### src/rtl/calc_pkg.sv
// Shared types and defaults for the calculator datapath blocks.
package calc_pkg;

  localparam int unsigned DEF_IN_W   = 8;
  localparam int unsigned DEF_DIGITS = 3;
  localparam logic [3:0]  BLANK_CODE = 4'hF;

  typedef enum logic [1:0] {
    IDLE  = 2'd0,
    SHIFT = 2'd1,
    DONE  = 2'd2
  } state_t;

  // Iteration counter width; never narrower than one bit.
  function automatic int unsigned cnt_width(input int unsigned n);
    return (n > 1) ? $clog2(n) : 1;
  endfunction

endpackage

### src/rtl/bcd_digit_adj.sv
// Double-dabble digit cell: adds 3 to a BCD nibble that would overflow on the next shift.
module bcd_digit_adj (
  input  logic [3:0] din,
  output logic [3:0] dout
);

  assign dout = (din >= 4'd5) ? din + 4'd3 : din;

endmodule

### src/rtl/power_bcd_conv.sv
// Sequential shift-and-add-3 binary-to-BCD converter with start/busy/done handshake.
module power_bcd_conv
  import calc_pkg::*;
#(
  parameter int unsigned IN_W   = DEF_IN_W,
  parameter int unsigned DIGITS = DEF_DIGITS
) (
  input  logic                  clk,
  input  logic                  rst_n,
  input  logic                  start,
  input  logic [IN_W-1:0]       bin_in,
  input  logic                  sat_in,
  output logic                  busy,
  output logic                  done,
  output logic [4*DIGITS-1:0]   bcd_out,
  output logic                  ovf_out
);

  localparam int unsigned BCD_W = 4 * DIGITS;
  localparam int unsigned SR_W  = BCD_W + IN_W;
  localparam int unsigned CNT_W = cnt_width(IN_W);

  state_t            state, state_nxt;
  logic [SR_W-1:0]   sreg;
  logic [SR_W-1:0]   sreg_adj;
  logic [CNT_W-1:0]  cnt;
  logic              sat_q;
  logic              accept_c;
  logic              last_c;
  logic              busy_nxt;
  logic              done_nxt;

  assign accept_c = (state == IDLE) && start;
  assign last_c   = (cnt == CNT_W'(IN_W - 1));

  // Adjust every BCD nibble before the shift; the binary field passes through.
  assign sreg_adj[IN_W-1:0] = sreg[IN_W-1:0];
  for (genvar g = 0; g < int'(DIGITS); g++) begin : g_adj
    bcd_digit_adj u_adj (
      .din  (sreg[IN_W+4*g +: 4]),
      .dout (sreg_adj[IN_W+4*g +: 4])
    );
  end

  always_ff @(posedge clk or negedge rst_n) begin
    if (!rst_n) state <= IDLE;
    else        state <= state_nxt;
  end

  always_comb begin
    state_nxt = state;
    case (state)
      IDLE:    if (start) state_nxt = SHIFT;
      SHIFT:   if (last_c) state_nxt = DONE;
      DONE:    state_nxt = IDLE;
      default: state_nxt = IDLE;
    endcase
  end

  // busy spans accept through the DONE cycle; done marks the result update.
  always_comb begin
    busy_nxt = 1'b0;
    done_nxt = 1'b0;
    case (state)
      IDLE:    busy_nxt = start;
      SHIFT:   busy_nxt = 1'b1;
      DONE: begin
        busy_nxt = 1'b1;
        done_nxt = 1'b1;
      end
      default: ;
    endcase
  end

  always_ff @(posedge clk or negedge rst_n) begin
    if (!rst_n) begin
      busy <= 1'b0;
      done <= 1'b0;
    end else begin
      busy <= busy_nxt;
      done <= done_nxt;
    end
  end

  always_ff @(posedge clk or negedge rst_n) begin
    if (!rst_n) begin
      sreg    <= '0;
      cnt     <= '0;
      sat_q   <= 1'b0;
      bcd_out <= '0;
      ovf_out <= 1'b0;
    end else begin
      if (accept_c) begin
        sreg  <= {BCD_W'(0), bin_in};
        cnt   <= '0;
        sat_q <= sat_in;
      end
      if (state == SHIFT) begin
        sreg <= {sreg_adj[SR_W-2:0], 1'b0};
        if (!last_c) cnt <= cnt + CNT_W'(1);
      end
      // Outputs change only here, so no partial result is ever visible.
      if (state == DONE) begin
        bcd_out <= sat_q ? {DIGITS{BLANK_CODE}} : sreg[SR_W-1 -: BCD_W];
        ovf_out <= sat_q;
      end
    end
  end

endmodule

### config.mk
export PLATFORM = sky130hd
export DESIGN_NAME = power_bcd_conv
export DESIGN_NICKNAME = d
export VERILOG_FILES = /design/src/rtl/calc_pkg.sv /design/src/rtl/bcd_digit_adj.sv /design/src/rtl/power_bcd_conv.sv
export SDC_FILE = /design/constraint.sdc
export NUM_CORES = 1
export LEC_CHECK = 0
export CORE_AREA = 4 4 59 72
export CTS_BUF_LIST = sky130_fd_sc_hd__clkbuf_8 sky130_fd_sc_hd__clkbuf_16
export DETAILED_ROUTE_END_ITERATION = 6
export DIE_AREA = 0 0 63 76
export DONT_BUFFER_PORTS = 1
export PLACE_DENSITY = 0.72
export SLEW_MARGIN = 5
export SYNTH_ARGS = -nofsm -noshare
export SYNTH_HDL_FRONTEND = slang
export SYNTH_HIERARCHICAL = 1
export SYNTH_SLANG_ARGS = --single-unit
### constraint.sdc
create_clock -name clk -period 1.8 [get_ports clk]
set_input_delay 0.18 -clock clk [delete_from_list [all_inputs] [get_ports clk]]
set_output_delay 0.18 -clock clk [all_outputs]
set_load 0.02 [all_outputs]
* Word-level counts from Yosys, hierarchy flattened
Cells that the tools add are included.
Operators by class: multiplexer cells 14, magnitude comparators 3, add/subtract/negate cells 4, reduce and logical (&&, ||, !) cells 5, equal/unequal tests 5
Operator list (count):
- 20-bit 2-to-1 mux | 2
- 4-bit by 3-bit >= comparator with 1-bit output, second input constant | 3
- 12-bit 2-to-1 mux | 1
- 3-bit 2-to-1 mux | 4
- 4-bit by 2-bit adder with 4-bit output, second input constant | 2
- 4-bit 2-to-1 mux | 2
- 2-bit 2-to-1 mux | 2
- 2-bit inequality test, second input constant | 2
- 2-bit case mux with 2 select lines | 1
- 3-bit by 1-bit adder with 3-bit output, second input constant | 1
- 3-bit by 2-bit adder with 3-bit output, second input constant | 1
- 3-bit equality test, second input constant | 1
- 2-bit by 1-bit equality test with 1-bit output, second input constant | 1
- 2-bit equality test, second input constant | 1
- 2-bit logical NOT | 1
- 1-bit case mux with 2 select lines | 1
- 2-bit AND reduction | 1
- 2-bit nonzero test | 1
- 2-bit OR reduction | 1
- 1-bit logical AND | 1
- 1-bit 2-to-1 mux | 1
Storage, ports and cells: register bits 41, output and inout port bits 15, input bits 12

* Depth between registers and ports, before layout
depth in word-level cells 5, depth in mapped cells 7

* By module
The synthesis kept the hierarchy.
Modules (own cells, without submodules):
- power_bcd_conv | instances 1, seq. area each 1026.0 um2, area an instance 1731.7 um2, cells an instance 171
- bcd_digit_adj | instances 3, seq. area each 0.0 um2, area an instance 101.3 um2, cells an instance 16

* Worst setup path after synthesis
Ideal clock, no wire load.
kind register to register, start register cnt[0], end register state[0], arrival 1.299 ns, setup slack 0.373 ns, data required time 1.673 ns, setup time 0.127 ns, cell stages (with the launch flop) 6, path through dfrtp_1 ha_1 ha_1 and2b_2 nor2_1 mux2_1
On the way: cells in the longest elaborated chain, start to end 3
RTL lines:
- start: declaration | line power_bcd_conv.sv:26 | logic [CNT_W-1:0] cnt;
- start signal: assignment | line power_bcd_conv.sv:100 | if (!last_c) cnt <= cnt + CNT_W'(1);
- 3-bit equality test | line power_bcd_conv.sv:34 | assign last_c = (cnt == CNT_W'(IN_W - 1));
- 2-bit inequality test (no line)
- 2-bit AND reduction (no line)
- end signal: assignment | line power_bcd_conv.sv:47 | else state <= state_nxt;
- end: declaration | line power_bcd_conv.sv:23 | state_t state, state_nxt;
Every way passes these cells. A chain may end at the register's enable or synchronous reset.

* Final worst setup path
start register state[1], end register state[0]
On the way: cells in the longest elaborated chain, start to end 3
RTL lines:
- 2-bit by 1-bit equality test with 1-bit output / 2-bit logical NOT (equally long branches) | line power_bcd_conv.sv:52 | case (state)
- 2-bit inequality test (no line)
- 2-bit AND reduction (no line)
Parallel ways exist; a longest one is shown, timed or not.

==> metrics.cfg <==
[drt]
first_pass_iters = 4
drt-total-wl_microns = 3600
vias_per_cell = 5.64
antenna_left = 0
routedWlPerCell_microns = 14.1
first_iter_violations = 43
vias = 1445
drc_errors = 0

[global_route]
grt_util_all_layers = 0.166
grt_pass1_wl_microns = 6450
antenna_found_initial = 0
grt_pass1_vias = 1486
gr-total-overflow = 0
grt_max_degree = 42

[setup_path]
path_delay_family = flip-flops
cp.arrival_ns = 1.73
critPathBufInv = 1
worst-path-max-fanout = 5
crit_chain = inv_1, ha_1, and2b_2, nor2_1, mux2_1
cp_slowest_cell = dfrtp_1
criticalPathCategory = flop to flop
crit_path_end_kind = flop
cp.required_ns = 1.96
cpPeakStageDelay_ns = 0.40
start_kind = flop

[cells_and_area]
drive_above_1_share = 0.0783
fillers = 309
final_common_cell = nand2_1
finalInstanceArea_sq_um = 2170
final_cell_mix = nand2_1, dfrtp_1, nor2_1
diodes = 0
nets = 242
areaGrowthSynthToFinish_pct = 7.45

[placement]
io_buffers = 0
dpl_cell_area_sq_um = 2050
hpwl_microns = 2530
gp_congestion = 0.719

[power]
leakagePower_nw = 1.06
power_density_nw_per_um2 = 1810
irDropWorstVdd_mv = 0.724

[sta]
tightest_slew_ns = 0.449
finalHoldViolCount = 0
fin_hold_ws_ns = 0.0420
setup_viol = 0
tns_ns = 0
timing.fmax_mhz = 639
maxSlewHeadroom = 0.700
fin_crit_sh = 0.870
rsz0062_at_grt = false
fin_crit_ns = 1.57
finalClockSkew_ns = 0.00448
slew_viol_final = 0

[clocking]
clock_path_buffers = 2
numCtsBuffers = 5
clk_latency_ns = 0.29
postCtsHoldBufs = 2
post_cts_buffers = 0
cts.sinks = 41
cts_max_level = 2
clk_pin_slew_ns = 0.07
root_buffer = clkbuf_8
cts_resized = 0
cts_tree = built

[run]
drv_cap = 0

[floorplanning]
die_w_microns = 63
ios = 27
rows = 24
fp.dieH_microns = 76
initial_core_util = 0.564
die_area_sq_um = 4790
fp.coreArea_sq_um = 3570

[synth]
syn_inst = 215
syn-cell-area_sq_um = 2020
synth.avg_cell_area_sq_um = 9.38
ys.warnings.count = 6
syn_nets = 240

[min_path]
hold_path_class = input port to flop

[outcome]
status = completed

-- metrics by stage --
step / worst slack, ns / power (mW) / util / cells
floorplan: 0.373 / 2.98 / - / 215
global placement: 0.355 / 3.20 / 0.574 / 247
detailed placement: 0.236 / 3.33 / 0.574 / 247
CTS: 0.233 / 3.96 / 0.606 / 256
global route: 0.163 / 4.26 / 0.606 / 256
finish: 0.235 / 3.91 / 0.606 / 256
-- area by class of cell --
type                    instances  area [sq um]  area share
clock buffers                   6          82.6      0.0381
clock inverters                 1          3.75     0.00173
inverters                       8          30.0      0.0139
well taps                      39          48.8      0.0225
flip-flops and latches         41          1030       0.474
repair buffers                  5          65.1      0.0300
multi-input cells             156           910       0.420
-- worst paths after layout --
kind | slack [ns] | cells past startpoint | startpoint | to
max in group asynchronous | 1.26 | 2 | rst_n | sreg[0]
max | 0.23 | 5 | state[1] | state[0]
min in group asynchronous | 0.36 | 2 | rst_n | bcd_out[5]
min | 0.04 | 1 | sat_in | sat_q
min reg2reg | 0.50 | 2 | sreg[2] | sreg[3]
max reg2reg | 0.23 | 5 | state[1] | state[0]
-- sequential cells by signal, indices dropped and copies added (netlist names) --
signal,count
state,2
done,1
ovf_out,1
bcd_out,12
sat_q,1
cnt,3
sreg,20
busy,1
-- layer usage --
metal | up-vias | part of all wire | track usage | routed length [microns]
li1 | 704 | - | - | -
met1 | 682 | 0.40 | 0.178 | 1450
met2 | 48 | 0.51 | 0.295 | 1850
met3 | 11 | 0.055 | 0.0457 | 199
met4 | 0 | 0.029 | 0.0839 | 103
met5 | - | 0 | 0 | 0
-- worst register-to-register path, stage by stage (launching register included) --
cell and delay [ns]:
dfrtp_1 0.40, inv_1 0.10, ha_1 0.22, and2b_2 0.24, nor2_1 0.14, mux2_1 0.35
-- power by group --
group          total [mW]  internal (mW)  switching (mW)  leakage [nW]
logic                1.46          0.639           0.819         0.496
clock network       0.585          0.298           0.286        0.0485
registers            1.87           1.31           0.555         0.517
Power figures use the tool's default switching activity.
